## config.mk

```make
export PLATFORM = sky130hd
export DESIGN_NAME = nibble_demux_flat
export DESIGN_NICKNAME = d
export VERILOG_FILES = /design/src/rtl/nibble_demux_pkg.sv /design/src/rtl/nibble_demux_if.sv /design/src/rtl/nibble_demux_slot.sv /design/src/rtl/nibble_demux.sv /design/src/flat_wrapper.sv
export SDC_FILE = /design/constraint.sdc
export NUM_CORES = 1
export LEC_CHECK = 0
export CORE_UTILIZATION = 43
export DETAILED_ROUTE_END_ITERATION = 10
export PLACE_DENSITY = 0.85
export RECOVER_POWER = 50
export SYNTH_ARGS = -nofsm -noshare
export SYNTH_HDL_FRONTEND = slang
export SYNTH_HIERARCHICAL = 1
export SYNTH_SLANG_ARGS = --single-unit
```

## constraint.sdc

```tcl
create_clock -name clk -period 2.4 [get_ports clk]
set_input_delay 0.48 -clock clk [delete_from_list [all_inputs] [get_ports clk]]
set_output_delay 0.48 -clock clk [all_outputs]
set_load 0.03 [all_outputs]
```

## src/rtl/nibble_demux_pkg.sv

```systemverilog
// Shared types and default geometry for the nibble demultiplexer.
// Mode encoding matches the board switch: 0 = fixed select, 1 = round-robin.
package nibble_demux_pkg;

    typedef enum logic {
        MODE_FIXED = 1'b0,
        MODE_RR    = 1'b1
    } mode_e;

    localparam int DEF_DATA_W = 4;
    localparam int DEF_N_CH   = 4;
    localparam int DEF_SEL_W  = 2;

endpackage

```

## src/rtl/nibble_demux_if.sv

```systemverilog
// Bundle of the input stream, channel outputs and per-channel acks of nibble_demux.
// master = the producer/consumer side (bench or board), slave = the demux itself.
interface nibble_demux_if
    import nibble_demux_pkg::*;
#(
    parameter int DATA_W = DEF_DATA_W,
    parameter int N_CH   = DEF_N_CH,
    parameter int SEL_W  = DEF_SEL_W
);

    // Handshake: a word moves on a rising edge where in_valid & in_ready are both 1.
    // in_ready never looks at in_valid; out_valid[k] holds until out_ack[k] is seen at an edge.
    logic                   mode;
    logic [SEL_W-1:0]       sel;
    logic [DATA_W-1:0]      in_data;
    logic                   in_valid;
    logic                   in_ready;
    logic [N_CH*DATA_W-1:0] out_data;
    logic [N_CH-1:0]        out_valid;
    logic [N_CH-1:0]        out_ack;
    logic [SEL_W-1:0]       cur_ch;

    modport master (
        output mode, sel, in_data, in_valid, out_ack,
        input  in_ready, out_data, out_valid, cur_ch
    );

    modport slave (
        input  mode, sel, in_data, in_valid, out_ack,
        output in_ready, out_data, out_valid, cur_ch
    );

endinterface

```

## src/rtl/nibble_demux_slot.sv

```systemverilog
// One output slot: a data register plus a valid flag.
// A load in the same cycle as an ack wins, which gives a 1 word/cycle pass-through.
module nibble_demux_slot
    import nibble_demux_pkg::*;
#(
    parameter int DATA_W = DEF_DATA_W
) (
    input  logic              clk,
    input  logic              rst,
    input  logic              load,
    input  logic              ack,
    input  logic [DATA_W-1:0] d,
    output logic [DATA_W-1:0] q,
    output logic              valid
);

    logic [DATA_W-1:0] data_q;
    logic [DATA_W-1:0] data_d;
    logic              valid_q;
    logic              valid_d;

    always_comb begin
        data_d  = data_q;
        valid_d = valid_q;
        if (load) begin
            data_d  = d;
            valid_d = 1'b1;
        end else if (ack) begin
            // Data is kept after consumption; only the flag drops.
            valid_d = 1'b0;
        end
    end

    always_ff @(posedge clk) begin
        if (rst) begin
            data_q  <= '0;
            valid_q <= 1'b0;
        end else begin
            data_q  <= data_d;
            valid_q <= valid_d;
        end
    end

    assign q     = data_q;
    assign valid = valid_q;

endmodule

```

## src/rtl/nibble_demux.sv

```systemverilog
// Registered 1-to-N demultiplexer: steers each accepted word into one of N_CH slots,
// chosen by a fixed select or a strict in-order round-robin pointer.
module nibble_demux
    import nibble_demux_pkg::*;
#(
    parameter int DATA_W = DEF_DATA_W,
    parameter int N_CH   = DEF_N_CH,
    parameter int SEL_W  = DEF_SEL_W
) (
    input  logic           clk,
    input  logic           rst,
    nibble_demux_if.slave  bus
);

    // One extra bit so that N_CH itself is representable when comparing against target.
    localparam logic [SEL_W:0]   N_CH_W  = (SEL_W + 1)'(N_CH);
    localparam logic [SEL_W-1:0] LAST_CH = SEL_W'(N_CH - 1);

    logic [SEL_W-1:0]       rr_ptr_q;
    logic [SEL_W-1:0]       rr_ptr_d;
    logic [SEL_W-1:0]       target;
    logic                   rr_mode;
    logic                   target_ok;
    logic                   tgt_valid;
    logic                   tgt_ack;
    logic                   in_ready;
    logic                   accept;
    logic [N_CH-1:0]        load;
    logic [N_CH-1:0]        slot_valid;
    logic [N_CH*DATA_W-1:0] slot_data;

    assign rr_mode = (mode_e'(bus.mode) == MODE_RR);
    assign target  = rr_mode ? rr_ptr_q : bus.sel;

    // Status of the targeted slot; an out-of-range select matches no slot.
    always_comb begin
        target_ok = ({1'b0, target} < N_CH_W);
        tgt_valid = 1'b0;
        tgt_ack   = 1'b0;
        for (int k = 0; k < N_CH; k++) begin
            if (target == SEL_W'(k)) begin
                tgt_valid = slot_valid[k];
                tgt_ack   = bus.out_ack[k];
            end
        end
    end

    assign in_ready = target_ok & (~tgt_valid | tgt_ack);
    assign accept   = bus.in_valid & in_ready;

    always_comb begin
        load = '0;
        for (int k = 0; k < N_CH; k++) begin
            load[k] = accept & (target == SEL_W'(k));
        end
    end

    // The pointer only advances on round-robin transfers, so a full next slot stalls the stream.
    always_comb begin
        rr_ptr_d = rr_ptr_q;
        if (accept && rr_mode) begin
            rr_ptr_d = (rr_ptr_q == LAST_CH) ? '0 : rr_ptr_q + SEL_W'(1);
        end
    end

    always_ff @(posedge clk) begin
        if (rst) begin
            rr_ptr_q <= '0;
        end else begin
            rr_ptr_q <= rr_ptr_d;
        end
    end

    for (genvar k = 0; k < N_CH; k++) begin : g_slot
        nibble_demux_slot #(
            .DATA_W (DATA_W)
        ) u_slot (
            .clk   (clk),
            .rst   (rst),
            .load  (load[k]),
            .ack   (bus.out_ack[k]),
            .d     (bus.in_data),
            .q     (slot_data[k*DATA_W +: DATA_W]),
            .valid (slot_valid[k])
        );
    end

    assign bus.in_ready  = in_ready;
    assign bus.cur_ch    = target;
    assign bus.out_data  = slot_data;
    assign bus.out_valid = slot_valid;

endmodule

```

## src/flat_wrapper.sv

```systemverilog
// flat-port wrapper written by rule: the top's interface ports become plain ports
module nibble_demux_flat import nibble_demux_pkg::*;
#(
    parameter int DATA_W = DEF_DATA_W,
    parameter int N_CH   = DEF_N_CH,
    parameter int SEL_W  = DEF_SEL_W
)
  (clk, rst, bus_mode, bus_sel, bus_in_data, bus_in_valid, bus_out_ack, bus_in_ready, bus_out_data, bus_out_valid, bus_cur_ch);
  nibble_demux_if #(.DATA_W(DATA_W), .N_CH(N_CH), .SEL_W(SEL_W)) bus_i ();
  input  logic clk;
  input  logic rst;
  input wire logic [$bits(bus_i.mode)-1:0] bus_mode;
  input wire logic [$bits(bus_i.sel)-1:0] bus_sel;
  input wire logic [$bits(bus_i.in_data)-1:0] bus_in_data;
  input wire logic [$bits(bus_i.in_valid)-1:0] bus_in_valid;
  input wire logic [$bits(bus_i.out_ack)-1:0] bus_out_ack;
  output wire logic [$bits(bus_i.in_ready)-1:0] bus_in_ready;
  output wire logic [$bits(bus_i.out_data)-1:0] bus_out_data;
  output wire logic [$bits(bus_i.out_valid)-1:0] bus_out_valid;
  output wire logic [$bits(bus_i.cur_ch)-1:0] bus_cur_ch;
  assign bus_i.mode = bus_mode;
  assign bus_i.sel = bus_sel;
  assign bus_i.in_data = bus_in_data;
  assign bus_i.in_valid = bus_in_valid;
  assign bus_i.out_ack = bus_out_ack;
  assign bus_in_ready = bus_i.in_ready;
  assign bus_out_data = bus_i.out_data;
  assign bus_out_valid = bus_i.out_valid;
  assign bus_cur_ch = bus_i.cur_ch;
  nibble_demux #(.DATA_W(DATA_W), .N_CH(N_CH), .SEL_W(SEL_W)) u_core (.clk(clk), .rst(rst), .bus(bus_i));
endmodule
```

======== Word level (Yosys, flattened, before mapping) ========
Index checks and enable logic that the tools add are counted.
storage, ports and cells
  output and inout port bits .............. 23
  RAM bits ................................ 0
  latch bits .............................. 0
  word-level logic and storage cells ...... 45
  ROM bits ................................ 0
  register bits after elaboration ......... 22
  memories ................................ 0
  input port bits ......................... 14
cells by class
  add/sub/neg operators ................... 1
  bitwise operators ....................... 7
  shift-type cells ........................ 0
  $lt $le $gt $ge ......................... 0
  reduce and logical (&&, ||, !) cells .... 6
  equal/unequal tests ..................... 4
  mux-type cells .......................... 18
  div/mod/pow operators ................... 0
  $mul .................................... 0
operators by type and width
  operator                                                         count
  1-bit 2-to-1 mux                                                 16
  2-bit nonzero test                                               4
  2-bit == test, second input constant                             3
  1-bit bitwise AND                                                5
  2-bit 2-to-1 mux                                                 2
  2-bit by 1-bit adder with 2-bit output, second input constant    1
  2-bit by 1-bit == test with 1-bit output, second input constant  1
  2-bit logical NOT                                                1
  1-bit logical AND                                                1
  1-bit inverter                                                   1
  1-bit bitwise OR                                                 1

======== Longest topological paths before layout ========
  word-level depth ........................ 11
  gate-level depth with buffers ........... 9
  mapped depth without buffers ............ 7

======== By module ========
The synthesis kept the hierarchy.
modules (own cells, without submodules)
  module             area each (um2)  cells each  times used  seq. area each (um2)
  nibble_demux_slot  181.4            17          4           100.1
  nibble_demux       317.8            40          1           40.0

======== Worst setup path before layout ========
No wires, ideal clock.
  path kind ............................... input to output
  start ................................... in bus_mode
  end ..................................... out bus_in_ready
  data arrival time ....................... 1.625 ns
  required time ........................... 1.920 ns
  path buffers ............................ 1
  stages .................................. 6
  path slack .............................. 0.295 ns
  cell sequence ........................... buf_6 nor3b_1 o21a_1 a221oi_2 nor2_1 nor2_1
between the ends
  word-level cells in the longest chain between the ends .. 8
  elaborated cells on any way between the ends .. 15
  those cells by class .................... 3 x eq/ne; 9 x mux; 2 x bitwise; 1 x reduce/logical
RTL lines
  what                            line                RTL
  start, declared                 flat_wrapper.sv:12  input wire logic [$bits(bus_i.mode)-1:0] bus_mode;
  2-bit 2-to-1 mux *              nibble_demux.sv:33  assign target = rr_mode ? rr_ptr_q : bus.sel;
  2-bit logical NOT               nibble_demux.sv:41  if (target == SEL_W'(k)) begin
  1-bit 2-to-1 mux (4 in series)  nibble_demux.sv:41
  1-bit inverter                  nibble_demux.sv:48  assign in_ready = target_ok & (~tgt_valid | tgt_ack);
  1-bit bitwise OR *              nibble_demux.sv:48
  end, declared                   flat_wrapper.sv:17  output wire logic [$bits(bus_i.in_ready)-1:0] bus_in_ready;
Mark *: on every way between the ends. The rest lies on a longest branch, timed or not.

======== Final worst setup path ========
  start ................................... reg u_core.rr_ptr_q[0]
  end ..................................... out bus_in_ready
between the ends
  word-level cells in the longest chain between the ends .. 8
  elaborated cells on any way between the ends .. 15
  those cells by class .................... 3 x eq/ne; 9 x mux; 2 x bitwise; 1 x reduce/logical
RTL lines
  what                            line                RTL
  start, declared                 nibble_demux.sv:19  logic [SEL_W-1:0] rr_ptr_q;
  start signal, assigned          nibble_demux.sv:70  rr_ptr_q <= rr_ptr_d;
  2-bit 2-to-1 mux *              nibble_demux.sv:33
  2-bit logical NOT               nibble_demux.sv:41
  1-bit 2-to-1 mux (4 in series)  nibble_demux.sv:41
  1-bit inverter                  nibble_demux.sv:48
  1-bit bitwise OR *              nibble_demux.sv:48
Marks and branches as above.

==> impl_metrics.csv <==
group,metric,value,unit
global_routing,grt_pass1_vias,873,
global_routing,track_usage,18.1,%
global_routing,antenna_found_initial,0,
floorplanning,placementRows,17,
detailed_routing,postRouteAntennaNets,0,
yosys,synthDistinctLibCells,27,
finish,areaGrowthSynthToFinish,42.9,%
timing,finalHoldViolCount,0,
floorplanning,die_x,51.3,um
timing,setup_viol,0,
timing,drv_slew,0,
clock_network,clock-sinks,22,
finish,diodes,0,
place,gp_congestion,0.789,
clock_network,numCtsBuffers,3,
floorplanning,core,2250,um2
clock_network,cts_root_buf,"clkbuf_4",
clock_network,clk_pin_slew,0.12,ns
floorplanning,initial_core_util,46.3,%
timing,finalWorstSetupSlack,0.123,ns
detailed_routing,dr.first_iter.drc_count,14,
detailed_routing,totalWireLength,2250,um
worst_setup_path,cpMostUsedCell,"nor2_1",
finish,drive_gt1_share,15.2,%
worst_setup_path,r2r_start,"u_core/rr_ptr_q[0]$_SDFFE_PP0P_",
global_routing,grt_max_degree,14,
worst_hold_path,hold_depth,2,
clock_network,clkLatencyLatePin,0.31,ns
worst_setup_path,crit_start,"u_core/rr_ptr_q[0]$_SDFFE_PP0P_",
worst_setup_path,worst_setup_path_start_kind,"register",
worst_setup_path,path_cells,"inv_2 -> a32o_2 -> a221oi_2 -> nor2_1 -> nor2_1 -> buf_4",
timing,finalCritPeriodShare,94.9,%
yosys,synth_top_cell_by_area,"dfxtp_1",
worst_setup_path,rr_endpoint,"u_core/g_slot[3].u_slot/q[3]$_SDFFE_PP0P_",
yosys,netlist.area_leader.share,42.2,%
yosys,synthCells,108,
place,dp.final_hpwl,1670,um
worst_setup_path,endpoint_kind,"output pin",
yosys,synth_nets,123,
clock_network,cts-htree-levels,1,
detailed_routing,vias,894,
pwr,comb_power_share,21.1,%
floorplanning,dieArea,2630,um2
place,port_buffers,36,
worst_setup_path,critPathKind,"register to output pin",
yosys,syn_area,1040,um2
worst_setup_path,cp.required,1.92,ns
worst_hold_path,hold_path_class,"register to register",
pwr,p_clk_share,32.9,%
run,drv_cap,0,
worst_setup_path,endpoint,"bus_in_ready",
worst_setup_path,max_stage_delay,0.49,ns
detailed_routing,drc_errors,0,
pwr,swShare,25.9,%
floorplanning,ios,37,
detailed_routing,wire_per_inst,12.6,um
yosys,yosys-top-cells-area,"dfxtp_1 (42%), mux2i_1 (16%), nor2_1 (7.9%)",
worst_setup_path,critical_path_buf_inv_count,2,
timing,rsz0062_at_grt,"no",
worst_setup_path,arrival,1.80,ns
status,status,"completed",
floorplanning,fp.dieH,51.3,um
pwr,p_int,635,uW
detailed_routing,routed_via_density,4.99,
clock_network,cts_tree,"built",
global_routing,grt_pass1_wl,3620,um
yosys,avgSynthCellArea,9.66,um2
global_routing,grt.overflow.total,0,
pwr,ir_worst_vdd,0.000471,V
timing,finalCriticalPeriod,2.28,ns
pwr,pwr-share-seq,46.0,%
worst_setup_path,rr_worst_depth,9,
detailed_routing,drt_pre_antenna_iters,4,
pwr,p_leak,0.000662,uW
timing,finalClockSkew,0.000638,ns
worst_setup_path,crit_path_max_fanout,7,
timing,slew_headroom,71.8,%
worst_setup_path,crit_family,"compound AO/OA/AOI/OAI gates",
clock_network,cts.path.max_buffers,2,
pwr,powerDensity,575,nW/um2
pwr,switching_power,222,uW
finish,final_net_count,167,
timing,tightest_slew,0.422,ns
yosys,seq_area_frac_synth,42.2,%
worst_setup_path,regToRegSetupSlack,0.32,ns
place,place_ws,-0.280,ns
worst_setup_path,slowest_stage,"dfxtp_1",
yosys,ys_warn_count,6,
worst_setup_path,cp.depth,6,
timing,fmax,439,MHz
yosys,yosys_register_bits,22,
finish,finish.utilization,66.1,%
==> worst min-delay path, stage by stage, from the launching register on <==
cell and delay [ns]:
dfxtp_1 0.34, nand2b_1 0.07, a21oi_1 0.06
==> how the worst min path moves through the flow <==
stage / start / endpoint / slack [ns]
2_1_floorplan: u_core/rr_ptr_q[1]$_SDFFE_PP0P_ / u_core/rr_ptr_q[1]$_SDFFE_PP0P_ / 0.52
4_1_cts: u_core/g_slot[0].u_slot/valid$_SDFFE_PP0P_ / u_core/g_slot[0].u_slot/valid$_SDFFE_PP0P_ / 0.51
3_5_place_dp: u_core/g_slot[3].u_slot/valid$_SDFFE_PP0P_ / u_core/g_slot[3].u_slot/valid$_SDFFE_PP0P_ / 0.49
3_3_place_gp: u_core/g_slot[3].u_slot/valid$_SDFFE_PP0P_ / u_core/g_slot[3].u_slot/valid$_SDFFE_PP0P_ / 0.47
5_1_grt: u_core/g_slot[1].u_slot/q[2]$_SDFFE_PP0P_ / u_core/g_slot[1].u_slot/q[2]$_SDFFE_PP0P_ / 0.54
6_report: u_core/g_slot[0].u_slot/valid$_SDFFE_PP0P_ / u_core/g_slot[0].u_slot/valid$_SDFFE_PP0P_ / 0.51
==> cell usage after synthesis (all sizes together) <==
master and instances:
nand2b 7, mux2 2, buf 5, o21a 2, ha 1, nor2b 2
nor3 4, o21ai 2, a21oi 4, nor3b 3, inv 6, nand3b 1
and2b 1, mux2i 17, a32o 1, a221oi 1, a32oi 1, a211o 1
dfxtp 22, nor2 22, o22ai 1, nand2 2
==> cells by family (layout without fill, tap and decap cells) <==
family | count (synthesis) | count (layout) | synth area share, %
AOI/OAI and AO/OA | 13 | 13 | 9.35
adders and majority gates | 1 | 1 | 1.20
DFF | 22 | 22 | 42.2
buffers and inverters | 11 | 54 | 7.55
muxes | 19 | 19 | 18.8
and+or+nand+nor | 42 | 42 | 20.9
==> power groups by stage <==
stage	sequential (uW)	clock, uW	combinational [uW]
after CTS	394	287	188
after global placement	402	0	184
after global routing	396	301	195
after floorplan	428	0	82.8
final	394	282	181
after detailed placement	402	0	187
==> per-stage QoR <==
step | hold slack [ns] | TNS [ns] | std cells | power, uW | cell area [um2]
after floorplan | 0.518 | 0 | 108 | 511 | 1040
after global placement | 0.471 | -3.66 | 174 | 585 | 1430
after detailed placement | 0.485 | -5.24 | 174 | 589 | 1430
after CTS | 0.511 | 0 | 179 | 869 | 1490
after global routing | 0.540 | 0 | 179 | 892 | 1490
final | 0.506 | 0 | 179 | 857 | 1490
==> timing repair <==
action / CTS / global route
pin swaps: 2 / 2
gates cloned: 0 / 0
endpoints found under the setup margin: 2 / 1
hold buffers: 0 / 0
hold endpoints to repair: 0 / 0
buffers inserted: 1 / 0
gates resized for setup: 2 / 7
==> sequential cells by signal, summed over array words and instances (netlist names) <==
register	count
u_core/rr_ptr_q	2
u_core/g_slot.u_slot/valid	4
u_core/g_slot.u_slot/q	16
==> layout make-up <==
type	count	area [um2]
multi-input cells	75	531
clock inverters	1	30.0
well taps	28	35.0
repair buffers	44	410
flip-flops and latches	22	440
fillers	213	763
inverters	6	22.5
clock buffers	3	22.5
==> layer usage <==
| metal | vias to the layer above | routed length, um | global-route usage [%] |
|---|---|---|---|
| met1 | 411 | 1020 | 22.2 |
| met5 | - | 0 | 0 |
| met2 | 30 | 1090 | 32.2 |
| li1 | 451 | - | - |
| met4 | 0 | 5 | 5.86 |
| met3 | 2 | 138 | 2.68 |
==> cells in the final DEF, fill, tap and decap left out, types with 4 or more instances in the layout <==
cell type / count
a21oi_1: 4
nor3_1: 4
inv_1: 5
nand2b_1: 6
buf_4: 9
nor2_1: 22
dlygate4sd3_1: 20
dfxtp_1: 22
clkdlybuf4s50_1: 10
mux2i_1: 17
(Power assumes the default switching activity.)
